--- src/rtl/TEST_TYPES.sv ---
// Shared types for the struct array writer/reader pair: element struct and reader FSM state.
package TEST_TYPES;

    typedef struct packed {
        logic stuff;
    } a_struct_t;

    typedef enum logic [1:0] {
        IDLE = 2'd0,
        SEND = 2'd1,
        DONE = 2'd2
    } state_t;

endpackage

--- src/rtl/struct_array_reader_if.sv ---
// Capture/stream bus between the array writer (master) and struct_array_reader (slave).
interface struct_array_reader_if #(
    parameter int N  = 4,
    parameter int IW = (N > 1) ? $clog2(N) : 1
);
    logic                           load_valid;
    logic                           load_ready;
    TEST_TYPES::a_struct_t [N-1:0]  a_in;
    logic                           out_valid;
    logic                           out_ready;
    TEST_TYPES::a_struct_t          out_elem;
    logic [IW-1:0]                  out_index;
    logic                           done;
    logic [7:0]                     err_count;

    modport master (
        output load_valid, a_in, out_ready,
        input  load_ready, out_valid, out_elem, out_index, done, err_count
    );

    modport slave (
        input  load_valid, a_in, out_ready,
        output load_ready, out_valid, out_elem, out_index, done, err_count
    );
endinterface

--- src/rtl/struct_array_reader.sv ---
// Captures a packed struct array and streams it out one element per handshake.
// Optional STRUCT_ARRAY_READER_CHECK_EN adds a stuff-vs-index-parity mismatch counter.
module struct_array_reader
    import TEST_TYPES::*;
#(
    parameter int N  = 4,
    parameter int IW = (N > 1) ? $clog2(N) : 1
) (
    input  logic                  clk,
    input  logic                  rst_n,
    struct_array_reader_if.slave  bus
);

    state_t                state_q, state_d;
    a_struct_t [N-1:0]     arr_q, arr_d;
    logic [IW-1:0]         index_q, index_d;

    always_ff @(posedge clk or negedge rst_n) begin
        if (!rst_n) begin
            state_q <= IDLE;
            arr_q   <= '0;
            index_q <= '0;
        end else begin
            state_q <= state_d;
            arr_q   <= arr_d;
            index_q <= index_d;
        end
    end

    // Outputs are gated by state so IDLE/DONE/reset always present zeroed element and index.
    always_comb begin
        state_d        = state_q;
        arr_d          = arr_q;
        index_d        = index_q;
        bus.load_ready = 1'b0;
        bus.out_valid  = 1'b0;
        bus.done       = 1'b0;
        bus.out_elem   = '0;
        bus.out_index  = '0;
        unique case (state_q)
            IDLE: begin
                bus.load_ready = 1'b1;
                if (bus.load_valid) begin
                    arr_d   = bus.a_in;
                    index_d = '0;
                    state_d = SEND;
                end
            end
            SEND: begin
                bus.out_valid = 1'b1;
                bus.out_elem  = arr_q[index_q];
                bus.out_index = index_q;
                if (bus.out_ready) begin
                    // Last element leaves SEND without wrapping the index.
                    if (index_q == IW'(N - 1)) begin
                        state_d = DONE;
                    end else begin
                        index_d = index_q + IW'(1);
                    end
                end
            end
            DONE: begin
                bus.done = 1'b1;
                state_d  = IDLE;
            end
            default: state_d = IDLE;
        endcase
    end

`ifdef STRUCT_ARRAY_READER_CHECK_EN
    function automatic logic [7:0] sat_inc8(input logic [7:0] v);
        return (v == 8'hFF) ? v : v + 8'd1;
    endfunction

    logic       xfer;
    logic [7:0] err_q, err_d;

    assign xfer = bus.out_valid && bus.out_ready;

    // Each element's stuff bit is expected to equal the parity of its index.
    always_comb begin
        err_d = err_q;
        if (xfer && (bus.out_elem.stuff != bus.out_index[0])) begin
            err_d = sat_inc8(err_q);
        end
    end

    always_ff @(posedge clk or negedge rst_n) begin
        if (!rst_n) begin
            err_q <= '0;
        end else begin
            err_q <= err_d;
        end
    end

    assign bus.err_count = err_q;
`else
    assign bus.err_count = 8'd0;
`endif

endmodule

--- src/flat_wrapper.sv ---
// flat-port wrapper written by rule: the top's interface ports become plain ports
module struct_array_reader_flat import TEST_TYPES::*;
#(
    parameter int N  = 4,
    parameter int IW = (N > 1) ? $clog2(N) : 1
)
  (clk, rst_n, bus_load_valid, bus_a_in, bus_out_ready, bus_load_ready, bus_out_valid, bus_out_elem, bus_out_index, bus_done, bus_err_count);
  struct_array_reader_if #(.N(N), .IW(IW)) bus_i ();
  input  logic clk;
  input  logic rst_n;
  input wire logic [$bits(bus_i.load_valid)-1:0] bus_load_valid;
  input wire logic [$bits(bus_i.a_in)-1:0] bus_a_in;
  input wire logic [$bits(bus_i.out_ready)-1:0] bus_out_ready;
  output wire logic [$bits(bus_i.load_ready)-1:0] bus_load_ready;
  output wire logic [$bits(bus_i.out_valid)-1:0] bus_out_valid;
  output wire logic [$bits(bus_i.out_elem)-1:0] bus_out_elem;
  output wire logic [$bits(bus_i.out_index)-1:0] bus_out_index;
  output wire logic [$bits(bus_i.done)-1:0] bus_done;
  output wire logic [$bits(bus_i.err_count)-1:0] bus_err_count;
  assign bus_i.load_valid = bus_load_valid;
  assign bus_i.a_in = bus_a_in;
  assign bus_i.out_ready = bus_out_ready;
  assign bus_load_ready = bus_i.load_ready;
  assign bus_out_valid = bus_i.out_valid;
  assign bus_out_elem = bus_i.out_elem;
  assign bus_out_index = bus_i.out_index;
  assign bus_done = bus_i.done;
  assign bus_err_count = bus_i.err_count;
  struct_array_reader #(.N(N), .IW(IW)) u_core (.clk(clk), .rst_n(rst_n), .bus(bus_i));
endmodule
--- config.mk ---
export PLATFORM = sky130hd
export DESIGN_NAME = struct_array_reader_flat
export DESIGN_NICKNAME = d
export VERILOG_FILES = /design/src/rtl/TEST_TYPES.sv /design/src/rtl/struct_array_reader_if.sv /design/src/rtl/struct_array_reader.sv /design/src/flat_wrapper.sv
export SDC_FILE = /design/constraint.sdc
export NUM_CORES = 1
export LEC_CHECK = 0
export BUFFER_PORTS_ARGS = -buffer_cell sky130_fd_sc_hd__buf_2
export CORE_AREA = 4 4 41 43
export CTS_CLUSTER_SIZE = 8
export DETAILED_ROUTE_END_ITERATION = 10
export DIE_AREA = 0 0 45 47
export PLACE_DENSITY = 0.72
export SYNTH_ARGS = -nofsm -noshare
export SYNTH_HDL_FRONTEND = slang
export SYNTH_SLANG_ARGS = --single-unit
export TNS_END_PERCENT = 50
--- constraint.sdc ---
create_clock -name clk -period 1.7 [get_ports clk]
set_input_delay 0.255 -clock clk [delete_from_list [all_inputs] [get_ports clk]]
set_output_delay 0.255 -clock clk [all_outputs]
set_load 0.02 [all_outputs]
==> results.sh, run 1 <==
export IMPL_cts_root_buffer="clkbuf_4"
export IMPL_irDropWorstVdd_mv=0.791
export IMPL_register_area_um2=200
export IMPL_core_um2=1300
export IMPL_crit_path_end_kind="output port"
export IMPL_worst_skew_pair_late_latency_ps=250
export IMPL_status="finished, final reports clean"
export IMPL_drtIter0Drc=6
export IMPL_power_density_nw_per_um2=1790
export IMPL_min_period_ps=1660
export IMPL_setup_ws_ps=35.4
export IMPL_die_y_um=47
export IMPL_yosysSeqAreaShare_pct=43.2
export IMPL_cts_sinks=8
export IMPL_clkTransAtPathRegs_ps=60
export IMPL_critical_path_class="reg2out"
export IMPL_globalRouteOverflowTotal=0
export IMPL_grt_pass1_vias=319
export IMPL_cp_slowest_cell="mux4_2"
export IMPL_vias_per_cell=4.43
export IMPL_cts_path_max_buffers=2
export IMPL_drive_gt1_share_pct=55.6
export IMPL_synth_seq_cells=8
export IMPL_rows=13
export IMPL_fin_skew_ps=7.73
export IMPL_port_buffers=13
export IMPL_layout_nets=65
export IMPL_numCtsBuffers=3
export IMPL_max_stage_delay_ps=480
export IMPL_grt_pass1_wl_um=1400
export IMPL_syn_instance_count=37
export IMPL_required_ps=1440
export IMPL_hold_class="in2reg"
export IMPL_wirelength_um=785
export IMPL_start_util_pct=35.6
export IMPL_fillers=126
export IMPL_worstReg2RegStart="u_core.index_q[0]"
export IMPL_syn_area_um2=463
export IMPL_design_area_um2=556
export IMPL_synthArstFlopShare_pct=100
export IMPL_leakage_nw=0.285
export IMPL_synth_top_cell_by_area="dfrtp_1"
export IMPL_cp_cell_sequence="mux4_2, and2_1, buf_2"
export IMPL_synth_flop_cell="dfrtp_1"
export IMPL_hold_start="bus_a_in[3]"
export IMPL_placed_area_um2=513
export IMPL_die_w_um=45
export IMPL_pre_cts_slack_ps=224
export IMPL_setup_violations=0
export IMPL_hold_viol_final=0
export IMPL_synth_edf_count=0
export IMPL_die_area_um2=2120
export IMPL_fin_crit_sh_pct=97.9
export IMPL_gr_usage_all_layers_pct=9.84
export IMPL_fmax_ghz=0.601
export IMPL_cp_max_fo=2
export IMPL_synth_area_leaders="dfrtp_1, buf_4, mux2_2, mux4_2, and2_1"
export IMPL_synth_cell_types=18
export IMPL_rsz0062_at_grt="yes"
export IMPL_routedWlPerCell_um=11.4
export IMPL_cts_tree="built"
export IMPL_multiInputGateArea_um2=231
export IMPL_ys_warn_count=0
export IMPL_startpoint="u_core.index_q[0]"
export IMPL_area_growth_pct=20.0
export IMPL_avgSynthCellArea_um2=12.5
export IMPL_place_congestion=0.759
export IMPL_start_kind="flop"
export IMPL_yosys_top_cells_count="buf_4, dfrtp_1, mux2_2, and2_1"
export IMPL_antenna_found_initial=0
export IMPL_antenna_cells=0
export IMPL_hpwl_um=635
export IMPL_slew_violations=0
export IMPL_drt_first_pass_iters=2
export IMPL_vias=306
export IMPL_drc_errors=0
export IMPL_ioPinCount=22
export IMPL_htreeDepth=1
export IMPL_synth_top_area_share_pct=43.2
export IMPL_grt_max_degree=9
export IMPL_ant_nets=0
export IMPL_arrival_ps=1410
export IMPL_maxCapViolCount=0
final timing paths:
| path | slack, ps | endpoint | cells after the start |
|---|---|---|---|
| min reg2reg | 500 | u_core.arr_q[0] | 1 |
| min | 240 | u_core.arr_q[3] | 2 |
| max | 40 | bus_out_elem | 3 |
| max reg2reg | 200 | u_core.index_q[0] | 5 |
| min in group asynchronous | 360 | u_core.index_q[1] | 2 |
| max in group asynchronous | 1160 | u_core.arr_q[0] | 2 |
metal layers:
layer  part of all wire (%)  vias to the layer above  GRT usage, %  routed length, µm
met1                     38                      141          10.1                295
met5                      0                        -             0                  0
met4                    2.5                        0          7.02                 20
met3                     12                        2          4.21                 92
met2                     48                       17          16.1                377
li1                       -                      146             -                  -
logic make-up (layout without fill, tap and decap cells):
logic type	after synthesis	count (layout)	share of synthesized area, %
and+or+nand+nor	11	11	18.4
DFF	8	8	43.2
buffers and inverters	8	18	13.0
muxes	6	6	17.8
AOI/OAI and AO/OA	2	2	4.05
adders and majority gates	1	1	2.70
other	1	8	0.810
repair_timing:
item | in CTS | in global routing
setup endpoints to repair | 1 | 3
gates resized for setup | 0 | 1
endpoints found under the hold margin | 8 | 0
hold buffers | 1 | 0
setup buffers | 1 | 0
state kept, by name (all words and copies together), names as in the netlist:
register	cells
u_core.arr_q	4
u_core.index_q	2
u_core.state_q	2
per-stage QoR:
step                      hold slack, ps  setup TNS (ps)  power, W  instances  utilization (%)
after floorplan                    -40.6               0  0.000724         44                -
final                                236               0  0.000996         69             42.7
after global placement               106               0  0.000830         64             39.4
after detailed placement             111               0  0.000838         64             39.4
after global routing                 240           -7.15   0.00108         69             42.7
after CTS                            226               0   0.00101         69             42.5
area by class of cell:
type                            count  area share (%)
Tap cell                           15            3.38
Timing Repair Buffer               15            14.9
Multi-Input combinational cell     28            41.7
Clock buffer                        3            4.05
Sequential cell                     8            36.0
power breakdown:
| group | switching (W) | leakage, nW | total, W | internal (W) |
|---|---|---|---|---|
| combinational | 0.000242 | 0.174 | 0.000508 | 0.000267 |
| sequential | 0.0000648 | 0.0965 | 0.000342 | 0.000278 |
| clock | 0.0000647 | 0.0138 | 0.000145 | 0.0000808 |
cell usage in the layout, fill, tap and decap left out:
master         instances
clkbuf_4               3
mux2_2                 4
and3_1                 1
conb_1                 8
nand2_1                1
and2_1                 3
nor2_2                 1
nor3b_4                1
nor2b_2                1
a21o_2                 1
dfrtp_1                8
and2b_2                1
mux4_2                 1
buf_4                  1
and4bb_2               1
dlygate4sd3_1          1
ha_1                   1
mux2_4                 1
buf_2                 13
nor2_1                 1
a22o_2                 1
critical path, delay by kind of cell, from the launching register on:
family | cells | cell delay, ps
multiplexers | 1 | 480
buffers and inverters | 1 | 150
flip-flops | 1 | 360
AND/OR/NAND/NOR | 1 | 160
Power figures use the tool's default switching activity.
==> run 2, diff against run 1 <==
- PLACE_DENSITY: 0.72 -> 0.69
==> results.sh, run 2 (synthesized netlist as in run 1, its figures left out) <==
export IMPL_routedWlPerCell_um=12.3
export IMPL_hpwl_um=662
export IMPL_cts_tree="built"
export IMPL_fin_crit_sh_pct=99.3
export IMPL_leakage_nw=0.285
export IMPL_cp_cell_sequence="mux4_2, and2_1, buf_2"
export IMPL_layout_nets=65
export IMPL_slew_violations=0
export IMPL_vias=319
export IMPL_crit_family="multiplexers"
export IMPL_grt_max_degree=9
export IMPL_numCtsBuffers=3
export IMPL_maxCapViolCount=0
export IMPL_wirelength_um=848
export IMPL_stdcell_count=69
export IMPL_final_common_cell="buf_2"
export IMPL_irDropWorstVdd_mv=0.672
export IMPL_core_um2=1300
export IMPL_grt_pass1_wl_um=1410
export IMPL_clockPowerShare_pct=14.3
export IMPL_antenna_found_initial=0
export IMPL_required_ps=1440
export IMPL_hold_class="in2reg"
export IMPL_fin_skew_ps=0.395
export IMPL_place_congestion=0.740
export IMPL_cp_slowest_cell="mux4_2"
export IMPL_setup_violations=0
export IMPL_drtIter0Drc=5
export IMPL_rsz0062_at_grt="yes"
export IMPL_hold_viol_final=0
export IMPL_internal_power_w=0.000625
export IMPL_switching_share_pct=38.0
export IMPL_crit_buf_inv=1
export IMPL_fmax_ghz=0.593
export IMPL_cp_max_fo=2
export IMPL_switchingPower_w=0.000384
export IMPL_die_area_um2=2120
export IMPL_dp_cells=64
export IMPL_ioPinCount=22
export IMPL_top_register="u_core.arr_q"
export IMPL_grt_pass1_vias=326
export IMPL_rr_worst_depth=5
export IMPL_ant_nets=0
export IMPL_start_util_pct=35.6
export IMPL_cp_depth=3
export IMPL_power_density_nw_per_um2=1820
export IMPL_register_area_um2=200
export IMPL_cts_root_buffer="clkbuf_4"
export IMPL_arrival_ps=1430
export IMPL_min_period_ps=1690
export IMPL_drt_first_pass_iters=4
export IMPL_cts_path_max_buffers=2
export IMPL_antenna_cells=0
export IMPL_rows=13
export IMPL_seqPwrFrac_pct=34.9
export IMPL_drc_errors=0
export IMPL_pwr_share_comb_pct=50.8
export IMPL_multiInputGateArea_um2=231
export IMPL_area_growth_pct=20.0
export IMPL_fillers=140
export IMPL_worst_skew_pair_late_latency_ps=250
export IMPL_largest_registers="u_core.arr_q: 4 flops, u_core.index_q: 2 flops, u_core.state_q: 2 flops"
export IMPL_globalRouteOverflowTotal=0
export IMPL_final_cell_mix="buf_2, conb_1, dfrtp_1, mux2_2"
export IMPL_start_kind="flop"
export IMPL_status="finished, final reports clean"
export IMPL_crit_path_end_kind="output port"
export IMPL_vias_per_cell=4.62
export IMPL_max_stage_delay_ps=490
export IMPL_die_w_um=45
export IMPL_htreeDepth=1
export IMPL_gr_usage_all_layers_pct=10.3
export IMPL_port_buffers=13
export IMPL_cts_sinks=8
export IMPL_largest_register_ffs=4
export IMPL_critical_path_class="reg2out"
export IMPL_die_y_um=47
export IMPL_min_path_cells=2
export IMPL_tns_ps=0
export IMPL_drive_gt1_share_pct=55.6
export IMPL_clkTransAtPathRegs_ps=50
==> run 2: cell counts in the layout (fill, tap and decap cells not counted) <==
No cell type changed its count.
==> run 2: stage by stage <==
step | setup WS, ps | utilization (%) | power, W | cell area, µm² | hold WS (ps)
detailed placement | 220 | 39.4 | 0.000845 | 513 | 108
finish | 12.5 | 42.7 | 0.00101 | 556 | 231
floorplan | 256 | - | 0.000724 | 489 | -40.6
global placement | 238 | 39.4 | 0.000833 | 513 | 108
CTS | 2.08 | 42.5 | 0.00102 | 553 | 224
global route | -53.6 | 42.7 | 0.00109 | 556 | 237
==> run 2: final timing paths <==
| kind | start | to | slack (ps) |
|---|---|---|---|
| worst max-delay path | u_core.index_q[0] | bus_out_elem | 10 |
| worst min-delay path | bus_a_in[0] | u_core.arr_q[0] | 230 |
| worst max register to register | u_core.index_q[0] | u_core.index_q[0] | 170 |
| worst min register to register | u_core.arr_q[0] | u_core.arr_q[0] | 500 |
| max in group asynchronous | rst_n | u_core.arr_q[0] | 1170 |
| min in group asynchronous | rst_n | u_core.arr_q[2] | 370 |
==> run 2: power groups by stage <==
stage	Clock, W	Combinational [W]	Sequential [W]
after global placement	0	0.000481	0.000351
final	0.000144	0.000513	0.000352
after CTS	0.000153	0.000516	0.000349
after floorplan	0	0.000388	0.000336
after detailed placement	0	0.000486	0.000359
after global routing	0.000162	0.000562	0.000361
==> run 2: layer usage <==
metal / wire [µm] / GRT usage (%) / vias to the layer above
met5: 0 / 0 / -
met4: 27 / 10.5 / 0
met3: 99 / 4.21 / 4
met2: 388 / 15.8 / 18
met1: 333 / 10.4 / 150
li1: - / - / 147
==> run 2: what timing repair did <==
| action | 4_1_cts | 5_1_grt |
|---|---|---|
| gates resized for setup | 0 | 1 |
| endpoints found under the hold margin | 8 | 0 |
| hold buffers | 1 | 0 |
| gates cloned | 0 | 0 |
| endpoints found under the setup margin | 1 | 3 |
| buffers inserted | 1 | 0 |
==> run 2: final cells by class <==
class                           instances  share of cell area (%)
Sequential cell                         8                    36.0
Timing Repair Buffer                   15                    14.9
Clock buffer                            3                    4.05
Multi-Input combinational cell         28                    41.7
Tap cell                               15                    3.38
==> run 3, diff against run 2 <==
- PLACE_DENSITY: 0.69 -> default
- PLACE_DENSITY_LB_ADDON: default -> 0.3
==> results.sh, run 3 (synthesized netlist as in run 1, its figures left out) <==
export IMPL_start_kind="flop"
export IMPL_cp_max_fo=2
export IMPL_slew_violations=0
export IMPL_vias=305
export IMPL_power_w=0.000994
export IMPL_hpwl_um=634
export IMPL_top_layer_used="met4"
export IMPL_worstReg2RegStart="u_core.index_q[0]"
export IMPL_top_register="u_core.arr_q"
export IMPL_multiInputGateArea_um2=231
export IMPL_fin_skew_ps=2.69
export IMPL_hold_viol_final=0
export IMPL_fillers=133
export IMPL_min_period_ps=1670
export IMPL_fin_crit_sh_pct=98.0
export IMPL_largest_registers="u_core.arr_q: 4 flops, u_core.index_q: 2 flops, u_core.state_q: 2 flops"
export IMPL_wl_met3_um=87
export IMPL_vias_per_cell=4.42
export IMPL_reg2reg_slack_ps=180
export IMPL_hold_class="in2reg"
export IMPL_antenna_cells=0
export IMPL_ioPinCount=22
export IMPL_final_cell_mix="buf_2, conb_1, dfrtp_1, mux2_2"
export IMPL_die_y_um=47
export IMPL_final_common_cell="buf_2"
export IMPL_globalRouteOverflowTotal=0
export IMPL_start_util_pct=35.6
export IMPL_ant_nets=0
export IMPL_wirelength_um=788
export IMPL_status="finished, final reports clean"
export IMPL_setup_violations=0
export IMPL_required_ps=1440
export IMPL_irDropWorstVdd_mv=0.848
export IMPL_register_area_um2=200
export IMPL_gr_usage_all_layers_pct=9.97
export IMPL_routedWlPerCell_um=11.4
export IMPL_drtIter0Drc=1
export IMPL_drt_first_pass_iters=3
export IMPL_cts_root_buffer="clkbuf_4"
export IMPL_numCtsBuffers=3
export IMPL_die_area_um2=2120
export IMPL_grt_pass1_wl_um=1450
export IMPL_dp_cells=64
export IMPL_tns_ps=0
export IMPL_drive_gt1_share_pct=55.6
export IMPL_core_um2=1300
export IMPL_fmax_ghz=0.600
export IMPL_clkTransAtPathRegs_ps=50
export IMPL_layout_nets=65
export IMPL_maxCapViolCount=0
export IMPL_leakage_nw=0.285
export IMPL_stdcell_count=69
export IMPL_worstReg2RegEnd="u_core.index_q[0]"
export IMPL_place_congestion=0.646
export IMPL_wl_met1_um=320
export IMPL_rr_worst_depth=5
export IMPL_startpoint="u_core.index_q[0]"
export IMPL_arrival_ps=1410
export IMPL_rows=13
export IMPL_grt_max_degree=9
export IMPL_antenna_found_initial=0
export IMPL_htreeDepth=1
export IMPL_die_w_um=45
export IMPL_grt_pass1_vias=324
export IMPL_largest_register_ffs=4
export IMPL_crit_path_end_kind="output port"
export IMPL_cts_path_max_buffers=2
export IMPL_wl_met2_um=370
export IMPL_power_density_nw_per_um2=1790
export IMPL_area_growth_pct=20.0
export IMPL_worst_skew_pair_late_latency_ps=250
export IMPL_drc_errors=0
export IMPL_critical_path_class="reg2out"
export IMPL_cts_sinks=8
export IMPL_port_buffers=13
export IMPL_rsz0062_at_grt="yes"
export IMPL_cts_tree="built"
export IMPL_cp_endpoint="bus_out_elem"
==> run 3: cell counts in the layout (fill, tap and decap cells not counted) <==
No cell type changed its count.
==> run 3: power by group <==
part	internal (W)	switching [W]	leakage (nW)
combinational	0.000267	0.000245	0.174
sequential	0.000278	0.0000659	0.0965
clock	0.0000804	0.0000585	0.0138
==> run 3: worst min-delay path by stage <==
stage                      from         endpoint  slack [ps]  cells after the start
finish              bus_a_in[3]  u_core.arr_q[3]         240                      2
global route        bus_a_in[3]  u_core.arr_q[3]         220                      2
CTS                 bus_a_in[3]  u_core.arr_q[3]         230                      2
detailed placement        rst_n  u_core.arr_q[2]         110                      1
global placement          rst_n  u_core.arr_q[3]         110                      1
floorplan                 rst_n  u_core.arr_q[0]         -40                      0
==> run 3: worst max-delay path: stages (launching register included) <==
cell and delay, ps:
dfrtp_1 360, mux4_2 490, and2_1 160, buf_2 150
==> run 3: area by class of cell <==
| class | count | area share [%] |
|---|---|---|
| clock buffer | 3 | 4.05 |
| sequential | 8 | 36.0 |
| timing repair buffer | 15 | 14.9 |
| multi-input combinational | 28 | 41.7 |
| tap | 15 | 3.38 |
==> run 3: metal layers <==
layer	global-route usage [%]	vias to the layer above
met1	10.3	138
met3	6.13	4
met2	16.7	15
met4	3.51	0
li1	-	148
met5	0	-
==> run 3: what timing repair did <==
action                                  in CTS  in global routing
endpoints found under the hold margin        8                  0
resized for setup                            0                  1
endpoints found under the setup margin       1                  3
hold buffers                                 1                  0
buffers inserted                             1                  0
==> run 3: through the flow <==
step,cell area [µm²],util [%],hold WS [ps],setup WS [ps]
after CTS,553,42.5,233,22.7
final,556,42.7,236,34.2
after global routing,556,42.7,220,-46.8
after detailed placement,513,39.4,106,209
after floorplan,489,-,-40.6,256
after global placement,513,39.4,106,239
